$ cat config.mk
export PLATFORM = sky130hd
export DESIGN_NAME = fft_out_serializer
export DESIGN_NICKNAME = d
export VERILOG_FILES = /design/src/rtl/fft_pkg.sv /design/src/rtl/fft_frame_buf.sv /design/src/rtl/fft_out_serializer.sv
export SDC_FILE = /design/constraint.sdc
export NUM_CORES = 1
export LEC_CHECK = 0
export ABC_AREA = 1
export CAP_MARGIN = 20
export CELL_PAD_IN_SITES_DETAIL_PLACEMENT = 1
export CELL_PAD_IN_SITES_GLOBAL_PLACEMENT = 2
export CORE_ASPECT_RATIO = 1.2
export CORE_UTILIZATION = 30
export CTS_CLUSTER_DIAMETER = 40
export CTS_CLUSTER_SIZE = 10
export DETAILED_ROUTE_END_ITERATION = 8
export HOLD_SLACK_MARGIN = 0.08
export PLACE_DENSITY_LB_ADDON = 0.3
export SYNTH_ARGS = -nofsm -noshare
export SYNTH_HDL_FRONTEND = slang
export SYNTH_HIERARCHICAL = 1
export SYNTH_SLANG_ARGS = --single-unit
$ cat constraint.sdc
create_clock -name clk -period 2.6 [get_ports clk]
set_input_delay 0.52 -clock clk [delete_from_list [all_inputs] [get_ports clk]]
set_output_delay 0.52 -clock clk [all_outputs]
set_load 0.05 [all_outputs]
$ cat src/rtl/fft_pkg.sv
// Shared definitions for the FFT output serializer: sample/frame geometry,
// FSM state encoding and a bin-select helper.
package fft_pkg;

   localparam int DATA_W  = 32;
   localparam int HALF_W  = DATA_W / 2;
   localparam int NPOINT  = 16;
   localparam int IDX_W   = $clog2(NPOINT);
   localparam int FRAME_W = NPOINT * DATA_W;

   localparam logic [IDX_W-1:0] LAST_IDX = IDX_W'(NPOINT - 1);

   typedef enum logic {
      ST_IDLE   = 1'b0,
      ST_STREAM = 1'b1
   } state_t;

   // Select complex bin 'idx' out of a natural-order frame.
   function automatic logic [DATA_W-1:0] bin_of(input logic [FRAME_W-1:0] frame,
                                                input logic [IDX_W-1:0]   idx);
      return frame[idx*DATA_W +: DATA_W];
   endfunction

endpackage

$ cat src/rtl/fft_frame_buf.sv
// One frame of NPOINT complex samples held in registers, with a full flag.
// 'load' captures data_in and sets full; 'drain' clears full without
// touching the stored samples. Reset empties the buffer and zeroes the data.
module fft_frame_buf
   import fft_pkg::*;
(
   input  logic               clk,
   input  logic               rst_n,
   input  logic               load,
   input  logic               drain,
   input  logic [FRAME_W-1:0] data_in,
   output logic [FRAME_W-1:0] data_out,
   output logic               full
);

   logic [FRAME_W-1:0] data_q, data_d;
   logic               full_q, full_d;

   // Next contents: a load wins over a drain issued in the same cycle.
   always_comb begin
      data_d = data_q;
      full_d = full_q;
      if (load) begin
         data_d = data_in;
         full_d = 1'b1;
      end else if (drain) begin
         full_d = 1'b0;
      end
   end

   // Storage registers with asynchronous clear.
   always_ff @(posedge clk or negedge rst_n) begin
      if (!rst_n) begin
         data_q <= '0;
         full_q <= 1'b0;
      end else begin
         data_q <= data_d;
         full_q <= full_d;
      end
   end

   assign data_out = data_q;
   assign full     = full_q;

endmodule

$ cat src/rtl/fft_out_serializer.sv
// Streams one 16-point FFT result frame out as one bin per beat over a
// valid/ready interface, each beat split into signed real/imag halves.
// Optional feature macro: FFT_OUT_DBUF_EN adds a pending buffer so a new
// frame can be accepted while the current one streams (no bubble between
// frames). Without it a single buffer costs one idle cycle per frame.
module fft_out_serializer
   import fft_pkg::*;
(
   input  logic                     clk,
   input  logic                     rst_n,
   input  logic                     frame_valid,
   output logic                     frame_ready,
   input  logic [NPOINT*DATA_W-1:0] frame_data,
   output logic                     out_valid,
   input  logic                     out_ready,
   output logic [DATA_W/2-1:0]      out_real,
   output logic [DATA_W/2-1:0]      out_img,
   output logic [IDX_W-1:0]         out_idx,
   output logic                     out_last
);

   state_t             state_q, state_d;
   logic [IDX_W-1:0]   idx_q, idx_d;

   logic               frame_xfer;
   logic               beat_xfer;
   logic               last_xfer;

   logic               act_load;
   logic               act_drain;
   logic               act_full;
   logic [FRAME_W-1:0] act_din;
   logic [FRAME_W-1:0] act_data;
   logic [DATA_W-1:0]  cur_bin;

`ifdef FFT_OUT_DBUF_EN
   logic               pend_load;
   logic               pend_drain;
   logic               pend_full;
   logic [FRAME_W-1:0] pend_data;
`endif

   assign frame_xfer = frame_valid & frame_ready;
   assign beat_xfer  = out_valid & out_ready;
   assign last_xfer  = beat_xfer & (idx_q == LAST_IDX);

   // Buffer steering: decide which buffer captures an accepted frame and
   // when the active buffer is released or refilled.
`ifdef FFT_OUT_DBUF_EN
   always_comb begin
      act_load   = 1'b0;
      act_drain  = 1'b0;
      act_din    = frame_data;
      pend_load  = 1'b0;
      pend_drain = 1'b0;
      if (last_xfer && pend_full) begin
         act_load   = 1'b1;
         act_din    = pend_data;
         pend_drain = 1'b1;
      end else if (frame_xfer && ((state_q == ST_IDLE) || last_xfer)) begin
         act_load   = 1'b1;
      end else if (frame_xfer) begin
         pend_load  = 1'b1;
      end
      if (last_xfer && !act_load) begin
         act_drain  = 1'b1;
      end
   end
`else
   always_comb begin
      act_load  = frame_xfer;
      act_drain = last_xfer;
      act_din   = frame_data;
   end
`endif

   fft_frame_buf u_act_buf (
      .clk      (clk),
      .rst_n    (rst_n),
      .load     (act_load),
      .drain    (act_drain),
      .data_in  (act_din),
      .data_out (act_data),
      .full     (act_full)
   );

`ifdef FFT_OUT_DBUF_EN
   fft_frame_buf u_pend_buf (
      .clk      (clk),
      .rst_n    (rst_n),
      .load     (pend_load),
      .drain    (pend_drain),
      .data_in  (frame_data),
      .data_out (pend_data),
      .full     (pend_full)
   );
`endif

   // FSM state register.
   always_ff @(posedge clk or negedge rst_n) begin
      if (!rst_n) begin
         state_q <= ST_IDLE;
      end else begin
         state_q <= state_d;
      end
   end

   // FSM next state: stream while the active buffer holds a frame.
   always_comb begin
      state_d = state_q;
      case (state_q)
         ST_IDLE: begin
            if (act_load) begin
               state_d = ST_STREAM;
            end
         end
         ST_STREAM: begin
            if (last_xfer && !act_load) begin
               state_d = ST_IDLE;
            end
         end
         default: begin
            state_d = ST_IDLE;
         end
      endcase
   end

   // FSM outputs: handshake flags derived from state and buffer occupancy.
   always_comb begin
      out_valid   = (state_q == ST_STREAM) & act_full;
`ifdef FFT_OUT_DBUF_EN
      frame_ready = !pend_full;
`else
      frame_ready = (state_q == ST_IDLE);
`endif
   end

   // Bin index: advances on each accepted beat, restarts at 0 for each frame.
   always_comb begin
      idx_d = idx_q;
      if (last_xfer || (act_load && (state_q == ST_IDLE))) begin
         idx_d = '0;
      end else if (beat_xfer) begin
         idx_d = idx_q + IDX_W'(1);
      end
   end

   // Bin index register.
   always_ff @(posedge clk or negedge rst_n) begin
      if (!rst_n) begin
         idx_q <= '0;
      end else begin
         idx_q <= idx_d;
      end
   end

   // Output slicing: pure selection of the current bin, no arithmetic.
   always_comb begin
      cur_bin  = bin_of(act_data, idx_q);
      out_real = cur_bin[DATA_W-1:HALF_W];
      out_img  = cur_bin[HALF_W-1:0];
      out_idx  = idx_q;
      out_last = out_valid & (idx_q == LAST_IDX);
   end

endmodule

==> metrics.txt, run 1 <==
Yosys warning count 6; Post-synth EDFFs 0; vias in the first global route 27.9k; worst reg2reg setup slack 0.65 ns; Synth Area per Inst 6.85 um2; row cnt 119; Final Routed Wirelength 119 mm; Max Slew Vio Count 0; Seq pwr share 35.7%; uppermost layer routed met5; maxcap violations 0; worst path cell trace clkinv_8 > buf_4 > buf_16 > buf_12 > nand2_1 > nand3_2 > nand3_4 > nand3_4 > nand2_4 > buf_12; Peak VDD IR 0.534 mV; gr usage total 26.5%; critical path data required time 2.08 ns; Cell Int Power 17.7 mW; CTS Buf Count 99; die area 89800 um2; Yosys top cell by area dfrtp_1; clk buf depth 3; CP max-delay cell dfrtp_4; CTS tree built; Min-Delay Path Class input pin to asynchronous set/reset pin; Routed WL per cell 20.9 um; minimum clock period 2.97 ns; RSZ-0062 raised after global routing yes; post-DP HPWL 87.2 mm; area post-placement 34000 um2; worst setup margin -0.367 ns; final setup fails 33; Nets 4983; Clock power frac 59.6%; Initial Util 30.3%; most frequent cells in the layout 2191 x nand2_1, 515 x dfrtp_1, 514 x clkdlybuf4s50_1; final cell count without fillers 5702; largest net degree at the start of global routing 80; layout cells sized above 1 13.9%; global placement routability congestion 0.839; dominant synthesized flop cell dfrtp_1; Die W 274 um; Crit path max-delay family buffers and inverters; Vias/cell 4.54; DR pass1 iterations 5; Die Ht 328 um; share of Yosys cell area claimed by the top area cell type 48.8%; syn nets 4395; DRC 0; ys async rst share 100%; sequential share of the synthesized area 48.8%; Final ANT Viol Nets 0; clock skew 0.0174 ns; Synth-to-Final Area Change 49.0%; clock sink total 518; pwr dens 572 nW/um2; Buf+Inv Stages, Crit Path 5; gr ovfl total 0; Gate power share 4.7%; met2 wire len 58.4 mm; initial antenna violation count 9; metal1 wirelength 50.9 mm; Clock Latency Late Sink 0.66 ns; sw power 4.98 mW; vias 25.9k; # placed instances 5475; final instance area 39600 um2; Synth area leaders dfrtp_1 49%, nand2_1 33%, inv_1 6.9%; Worst Path Max Fanout 12; initial drt markers 1343; io pins 555; H-tree depth 3; Syn Inst Count 3878; Sw Ratio 22.0%; most common cell after layout, fill and taps aside nand2_1; Synth Cell Area 26600 um2; Core Area 87700 um2; type of the worst setup path flip-flop to output pin; Root Driver clkbuf_16; CP endpoint kind output pin; FILL cells 10.8k; DR WL met3 6.29 mm; Arrival @ worst endpoint 2.45 ns; status finished, violations left; Critical Path Start Type flip-flop; final hold vios 0; DP Worst Slack 0.0395 ns; CP peak stage delay 0.54 ns; Yosys reg bits 518; Max Clk Rate 0.337 GHz; library cells used by synthesis 19; crit share post-route 114%; input/output buffers 554; max_slew headroom 55.5%; failing checks setup timing; first-pass GRT wire length 176 mm; Worst-path clk slew 0.05 ns; total negative slack -10.49 ns; Hold WS 0.355 ns; Worst-Margin Slew 0.667 ns; leakage 20.5 nW
[registers in the layout, indices dropped and copies added (netlist names)]
name,cells
state_q,1
u_act_buf/data_out,512
out_idx,4
u_act_buf/full,1
[per-layer routing]
layer	track usage, %	vias up
met3	4.39	145
li1	-	12600
met5	0	-
met4	9.76	4
met1	33.8	12500
met2	44.8	636
[repair_timing]
item / in CTS / in global routing
endpoints found under the setup margin: 35 / 33
buffers inserted: 18 / 4
pin swaps: 38 / 45
gates resized for setup: 245 / 122
hold buffers: 1 / 0
gates cloned: 14 / 5
endpoints found under the hold margin: 48 / 0
[layout make-up]
cell class                      count  area, um2  share of cell area, %
Inverter                          493       1920                   4.84
Timing Repair Buffer              700       8120                   20.5
Clock buffer                      122       2710                   6.83
Timing Repair inverter              1       8.76                 0.0221
Antenna cell                        6       15.0                 0.0379
Multi-Input combinational cell   2653      11600                   29.4
Sequential cell                   518      13000                   32.8
Tap cell                         1149       1440                   3.63
Clock inverter                     60        781                   1.97
[power groups by stage]
stage	logic (mW)	clock network (mW)	registers, mW
6_report	1.06	13.5	8.08
5_1_grt	1.14	14.1	8.07
4_1_cts	1.09	13.7	8.08
3_5_place_dp	1.08	0	8.21
3_3_place_gp	1.08	0	8.21
2_1_floorplan	0.00000240	0	8.21
[through the flow]
step                util (%)  total power [mW]
floorplan                  -              8.21
detailed placement      38.8              9.29
finish                  45.1              22.6
global route            45.1              23.3
global placement        38.8              9.29
CTS                     44.4              22.9
[final timing paths]
path | startpoint | to | cells past startpoint
max | out_idx[0] | out_img[15] | 10
min | rst_n | u_act_buf/data_out[98] | 2
max reg2reg | state_q | u_act_buf/data_out[195] | 7
min reg2reg | u_act_buf/data_out[398] | u_act_buf/data_out[398] | 2
max in group asynchronous | rst_n | out_idx[0] | 4
min in group clk | frame_data[336] | u_act_buf/data_out[336] | 3
[synthesized netlist by cell type, types with 2 or more instances]
| cell | instances |
|---|---|
| nand2_1 | 2319 |
| inv_2 | 2 |
| buf_6 | 43 |
| nor3_1 | 3 |
| clkbuf_1 | 22 |
| buf_4 | 21 |
| nand3_1 | 322 |
| buf_2 | 119 |
| inv_1 | 487 |
| nor2_1 | 5 |
| buf_1 | 8 |
| clkinv_1 | 3 |
| dfrtp_1 | 518 |
[cell families after synthesis]
logic type | count (synthesis) | synth area share [%]
compound gates | 2 | 0.0376
buf+inv | 707 | 12.1
flops | 518 | 48.8
simple gates | 2650 | 39.0
fa+ha+maj | 1 | 0.0471
Power figures use the tool's default switching activity.
==> run 2, diff against run 1 <==
--- a/config.mk
+++ b/config.mk
@@ -9,8 +9,8 @@
 export CAP_MARGIN = 20
 export CELL_PAD_IN_SITES_DETAIL_PLACEMENT = 1
 export CELL_PAD_IN_SITES_GLOBAL_PLACEMENT = 2
-export CORE_ASPECT_RATIO = 1.2
-export CORE_UTILIZATION = 30
+export CORE_ASPECT_RATIO = 1.75
+export CORE_UTILIZATION = 31
 export CTS_CLUSTER_DIAMETER = 40
 export CTS_CLUSTER_SIZE = 10
 export DETAILED_ROUTE_END_ITERATION = 8
@@ -18,5 +18,4 @@
 export PLACE_DENSITY_LB_ADDON = 0.3
 export SYNTH_ARGS = -nofsm -noshare
 export SYNTH_HDL_FRONTEND = slang
-export SYNTH_HIERARCHICAL = 1
 export SYNTH_SLANG_ARGS = --single-unit
==> metrics.txt, run 2 <==
most common cell after layout, fill and taps aside nand2_1; failing checks setup timing; Worst-Margin Slew 0.677 ns (+0.0105 ns); Worst Setup SP out_idx[0]; cell with the most instances after synthesis nand2_1; Nets 4519 (-9.3%); die area 82200 um2 (-8.4%); Final ANT Viol Nets 0 (unchanged); critical path data required time 2.08 ns (about the same); Yosys reg bits 518 (unchanged); Max Clk Rate 0.338 GHz (+0.16%); gr ovfl total 0 (unchanged); Die W 217 um (-21%); Clock Latency Late Sink 0.65 ns (about the same); Core Area 80100 um2 (-8.7%); clock sink total 518 (unchanged); CP endpoint kind output pin; total negative slack -10.52 ns (-0.0272 ns); final hold vios 0 (unchanged); H-tree depth 3 (unchanged); initial drt markers 1541 (+15%); FILL cells 9440 (-12%); DRC 0 (unchanged); leakage 18.0 nW (-12%); clk buf depth 3 (unchanged); Worst Reg-to-Reg Cells 9 (+2); row cnt 137 (+15%); vias in the first global route 26.0k (-6.9%); CTS tree built; Routed WL per cell 22.7 um (+8.5%); worst setup margin -0.362 ns (+0.00484 ns); Critical Path Start Type flip-flop; library cells used by synthesis 19 (unchanged); status finished, violations left; Yosys top cell by area dfrtp_1; maxcap violations 0 (unchanged); Post-synth EDFFs 0 (unchanged); max_slew headroom 54.8% (-0.70 points); dominant synthesized flop cell dfrtp_1; CTS Buf Count 74 (-25%); crit share post-route 114% (-0.19 points); Synth-to-Final Area Change 52.4%; post-DP HPWL 82.4 mm (-5.5%); clock skew 0.0195 ns (+0.00205 ns); syn nets 3940 (-10%); Min-Delay Path Class input pin to asynchronous set/reset pin; Synth Area per Inst 7.34 um2 (+7.1%); worst path cell trace buf_12 > buf_12 > buf_12 > buf_8 > nand2_1 > nand3_2 > nand3_2 > nand3_2 > nand2_2 > buf_12; Syn Inst Count 3423 (-12%); Util after Layout 47.8% (+2.7 points); gr usage total 28.3% (+1.7 points); final setup fails 33 (unchanged); share of Yosys cell area claimed by the top area cell type 51.6% (+2.8 points); ys async rst share 100% (unchanged); Final Routed Wirelength 115 mm (-3.2%); largest net degree at the start of global routing 141 (+76%); io pins 555 (unchanged); Hold WS 0.380 ns (+0.0243 ns); Max Slew Vio Count 0 (unchanged); max reg flops 512 (unchanged); RSZ-0062 raised after global routing yes; vias 24.3k (-6.1%); Yosys warning count 0 (-6); Initial Util 31.4% (+1.1 points); initial antenna violation count 14 (+5); Worst-path clk slew 0.06 ns (about the same); first-pass GRT wire length 169 mm (-4.3%); Worst Path Max Fanout 18 (+6); Root Driver clkbuf_16; Die Ht 379 um (+15%); final cell count without fillers 5089 (-11%); pwr dens 1400 nW/um2 (+150%); # placed instances 4909 (-10%); DR pass1 iterations 5 (unchanged); type of the worst setup path flip-flop to output pin; Peak VDD IR 1.22 mV (+130%); Arrival @ worst endpoint 2.44 ns (about the same); CP max-delay cell dfrtp_4; Synth Cell Area 25100 um2 (-5.4%); most common library cells after synthesis 1292 x nand2_1, 518 x dfrtp_1, 485 x inv_1, 322 x nand3_1, 302 x o21ai_0; Synth area leaders dfrtp_1 52%, nand2_1 19%, inv_1 7.2%; layout cells sized above 1 17.3% (+3.4 points); minimum clock period 2.96 ns (-0.00484 ns); Top cell by count, worst path buf_12; CP peak stage delay 0.51 ns (-0.03 ns); sequential share of the synthesized area 51.6% (+2.8 points); most frequent cells in the layout 1129 x nand2_1, 516 x clkdlybuf4s50_1, 515 x dfrtp_1; Vias/cell 4.78 (+5.2%); input/output buffers 554 (unchanged); global placement routability congestion 0.870 (+3.7%); RR Startpoint out_idx[1]
## run 2: cells by family after synthesis
| kind of cell | synth area share (%) |
|---|---|
| AND/OR/NAND/NOR | 26.8 |
| AO/OA/AOI/OAI | 9.67 |
| XOR/XNOR | 0.0349 |
| flip-flops | 51.6 |
| buffers and inverters | 11.9 |
| adder cells (fa/ha/maj) | 0.0498 |
## run 2: worst max-delay path, delay by kind of cell, from the launching register on
| family | cells | cell delay [ns] |
|---|---|---|
| AND/OR/NAND/NOR | 5 | 0.50 |
| buffers and inverters | 5 | 0.76 |
| flip-flops | 1 | 0.51 |
## run 2: area by class of cell
| cell class | count | area [um2] | area share (%) |
|---|---|---|---|
| clock inverter | 28 | 407 | 1.06 |
| inverter | 522 | 2060 | 5.37 |
| timing repair inverter | 2 | 25.0 | 0.0654 |
| tap | 1042 | 1300 | 3.41 |
| sequential | 518 | 13000 | 33.9 |
| timing repair buffer | 714 | 8450 | 22.1 |
| multi-input combinational | 2170 | 11100 | 28.9 |
| clock buffer | 90 | 2010 | 5.26 |
| antenna | 3 | 7.51 | 0.0196 |
## run 2: final timing paths
| check | endpoint | slack [ns] |
|---|---|---|
| max in group asynchronous | u_act_buf.data_out[240] | 1.29 |
| worst min register to register | u_act_buf.data_out[16] | 0.48 |
| min in group clk | u_act_buf.data_out[207] | 0.42 |
| worst max register to register | out_idx[0] | 0.72 |
| worst min-delay path | u_act_buf.data_out[273] | 0.38 |
| worst max-delay path | out_real[15] | -0.36 |
## run 2: stage by stage
stage	area, um2	total power [mW]	setup WS [ns]
2_1_floorplan	25100	26.4	0.0618
3_3_place_gp	32500	36.9	-0.00772
3_5_place_dp	32500	37.4	-0.00572
4_1_cts	37300	52.6	-0.388
5_1_grt	38300	56.9	-0.403
6_report	38300	53.8	-0.362
## run 2: where the power goes
part | total, mW | switching (mW) | leakage (nW) | internal, mW
combinational | 30.4 | 18.7 | 10.4 | 11.7
clock | 10.3 | 3.91 | 1.18 | 6.36
sequential | 13.1 | 1.17 | 6.38 | 12.0
## run 2: timing repair
action | in CTS | in global routing
pin swaps | 88 | 96
hold buffers | 1 | 0
setup buffers | 27 | 3
cloned | 24 | 4
endpoints found under the hold margin | 31 | 0
resized for setup | 376 | 201
endpoints found under the setup margin | 35 | 35
## run 2: layer usage
metal	global-route usage, %	up-vias	share of wire [%]
met4	11.5	12	3.6
met3	4.09	160	4.9
met1	34.5	11800	41
met2	49.5	669	50
li1	-	11600	-
met5	0	-	0.060
==> run 3, diff against run 2 <==
--- a/config.mk
+++ b/config.mk
@@ -14,7 +14,7 @@
 export CTS_CLUSTER_DIAMETER = 40
 export CTS_CLUSTER_SIZE = 10
 export DETAILED_ROUTE_END_ITERATION = 8
-export HOLD_SLACK_MARGIN = 0.08
+export HOLD_SLACK_MARGIN = 0.1
 export PLACE_DENSITY_LB_ADDON = 0.3
 export SYNTH_ARGS = -nofsm -noshare
 export SYNTH_HDL_FRONTEND = slang
==> results of run 3 <==
No change in the layout: final DEF, timing and power equal those of run 2.
==> patch: new RTL, config.mk and constraints of run 3 <==
Make the reset (`rst_n`) synchronous in 3 clocked blocks. Comments in the files are not updated.
--- a/src/rtl/fft_frame_buf.sv
+++ b/src/rtl/fft_frame_buf.sv
@@ -30,5 +30,5 @@
 
    // Storage registers with asynchronous clear.
-   always_ff @(posedge clk or negedge rst_n) begin
+   always_ff @(posedge clk) begin
       if (!rst_n) begin
          data_q <= '0;
--- a/src/rtl/fft_out_serializer.sv
+++ b/src/rtl/fft_out_serializer.sv
@@ -98,5 +98,5 @@
 
    // FSM state register.
-   always_ff @(posedge clk or negedge rst_n) begin
+   always_ff @(posedge clk) begin
       if (!rst_n) begin
          state_q <= ST_IDLE;
@@ -147,5 +147,5 @@
 
    // Bin index register.
-   always_ff @(posedge clk or negedge rst_n) begin
+   always_ff @(posedge clk) begin
       if (!rst_n) begin
          idx_q <= '0;
Check against the original RTL: differs if rst_n is asserted again (counterexample within 4 cycles, from zero or initial values and one cycle with rst_n low); with rst_n held inactive, the same outputs for 4 cycles.
==> patch against run 3 <==
  * The run still ends with setup timing left
  * Critical path type unchanged
  * Area after synthesis fell by 7.0%
  * Sequential cell count unchanged
  * Clock skew shrank 0.0042 ns
  * Fmax up 5.9%
  * Critical path depth shrank 1
  * Wire length is 5.7% lower
  * Critical endpoint is now out_img[4]
  * Die area shrank 7.0%
  * Final cell count shrank 2.5%
  * Worst setup slack improved by 0.16 ns
  * Sequential share of layout area is 3.8 points lower
  * Cell area decreased by 10%
Power is not compared: it rests on default switching activity, and its combinational part moved more than twofold at a synthesized area within 25%.
==> patch: results (changes against run 3) <==
* Endpoints failing setup at 33 (unchanged)
* Final setup skew at 0.01529 ns (-0.004196 ns)
* Top post-synthesis cells by count: 714 x sky130_fd_sc_hd__nand2_1, 518 x sky130_fd_sc_hd__dfxtp_1, 512 x sky130_fd_sc_hd__o21ai_0
* Final Instance Count excl. Fillers at 4961 (-2.5%)
* Via Count at 24.62k (+1.2%)
* Library cells used by synthesis at 18 (-1)
* End of the worst register-to-register path: u_act_buf.data_out[55]
* Placed instance area at 30440 µm² (-6.4%)
* Total Nets Final at 4492 (-0.60%)
* Reg-to-reg startpoint: state_q
* Weighted congestion reported at the end of routability-driven placement at 0.8709 (+0.11%)
* Asr flop ratio synth at 0% (-100 points)
* Initial antenna violation count at 16 (+2)
* Compound-cell area share of the yosys netlist at 21.34% (+12 points)
* Detailed-placement wirelength estimate at 78.64 mm (-4.6%)
* Number of instances in the synthesized netlist at 3483 (+1.8%)
* Number of cells on the worst reg-to-reg path at 5 (-4)
* Critical path arrival at 2.28 ns (-0.16 ns)
* Sequential share of the synthesized area at 44.39% (-7.2 points)
* Worst Slack Setup Final at -0.1971 ns (+0.1648 ns)
* Synthesized-area fraction occupied by adder cells at 0.05356% (+0.0038 points)
* DRT Wirelength at 108.8 mm (-5.7%)
* All-layer global routing usage at 27.75% (-0.51 points)
* Worst slew margin relative to its limit at 64.20% (+9.4 points)
* Failing checks: setup timing
* Initial DRC count at 1405 (-8.8%)
* Setup WS pre-CTS at 0.1684 ns (+0.1741 ns)
* Path category of the worst min-delay check: in2reg
* Largest cells by area after synthesis: sky130_fd_sc_hd__dfxtp_1 44%, sky130_fd_sc_hd__nand2_1 11%, sky130_fd_sc_hd__o21ai_0 11%
* Pin count of the biggest net entering global routing at 83 (-41%)
* Top FF cell, synth: sky130_fd_sc_hd__dfxtp_1
* Source of the critical timing path: out_idx[0]
* Status: finished with violations
* Endpoint of the most critical setup path: out_img[4]
* Instance count after placement with tap cells included at 4812 (-2.0%)
* Worst Path Max Fanout at 45 (+27)
* Wire length of the first global-routing pass at 157.2 mm (-6.7%)
==> patch: changes by cell type after synthesis, moves of 4 or more <==
| cell | run 3 | this run |
|---|---|---|
| sky130_fd_sc_hd__o21ai_1 | 182 | 0 |
| sky130_fd_sc_hd__nand2_1 | 1292 | 714 |
| sky130_fd_sc_hd__a21oi_1 | 0 | 484 |
| sky130_fd_sc_hd__clkbuf_1 | 43 | 124 |
| sky130_fd_sc_hd__o21ai_0 | 302 | 512 |
| sky130_fd_sc_hd__dfxtp_1 | 0 | 518 |
| sky130_fd_sc_hd__buf_4 | 4 | 8 |
| sky130_fd_sc_hd__dfrtp_1 | 518 | 0 |
| sky130_fd_sc_hd__nor2_1 | 66 | 133 |
| sky130_fd_sc_hd__buf_2 | 154 | 126 |
==> patch: metal layers <==
metal	up-vias	GRT usage, %	share of wire (%)
met4	8	11.05	3.3
met2	685	48.26	49
met5	-	0	0.052
met1	11720	34.45	43
li1	12070	-	-
met3	137	3.815	4.7
==> patch: cells by family (layout without fill, tap and decap cells) <==
kind of cell | Yosys count | in the layout
simple gates | 1174 | 1174
flops | 518 | 518
fa+ha+maj | 1 | 1
xor+xnor | 1 | 1
buf+inv | 793 | 1325
compound gates | 996 | 996
other cells | 0 | 8
==> patch: metrics by stage <==
step                      hold WS, ns  TNS, ns
final                          0.3308   -4.937
after global routing           0.3366   -7.023
after CTS                      0.2954   -6.745
after detailed placement       0.4431        0
after global placement         0.4364        0
after floorplan                0.4292        0
==> patch: critical path: stages, from the launching register on <==
cell and delay (ns):
sky130_fd_sc_hd__dfxtp_4 0.39, sky130_fd_sc_hd__buf_12 0.14, sky130_fd_sc_hd__buf_12 0.22, sky130_fd_sc_hd__nor2_1 0.09
sky130_fd_sc_hd__nor2_1 0.10, sky130_fd_sc_hd__nand2_1 0.16, sky130_fd_sc_hd__nand3_1 0.18, sky130_fd_sc_hd__nand3_1 0.12
sky130_fd_sc_hd__nand2_2 0.12, sky130_fd_sc_hd__buf_12 0.14
==> patch: timing repair <==
action,in CTS,in global routing
pin swaps,42,44
resized for setup,228,90
hold buffers,0,0
cloned,13,3
buffers inserted,8,3
setup endpoints to repair,33,34
==> patch: cell type report <==
type                            instances  area (µm²)
Timing Repair inverter                  2       22.52
Clock buffer                           92        2073
Sequential cell                       518       10380
Clock inverter                         23       280.3
Fill cell                            9121       39860
Timing Repair Buffer                  685        7687
Antenna cell                            8       20.02
Multi-Input combinational cell       2172       10800
Tap cell                              938        1174
Inverter                              523        2024
==> patch: report_power, final <==
| group | switching, mW | internal [mW] | total (mW) |
|---|---|---|---|
| registers | 0.178 | 8.61 | 8.79 |
| clock network | 3.83 | 6.10 | 9.93 |
| logic | 2.18 | 1.68 | 3.87 |
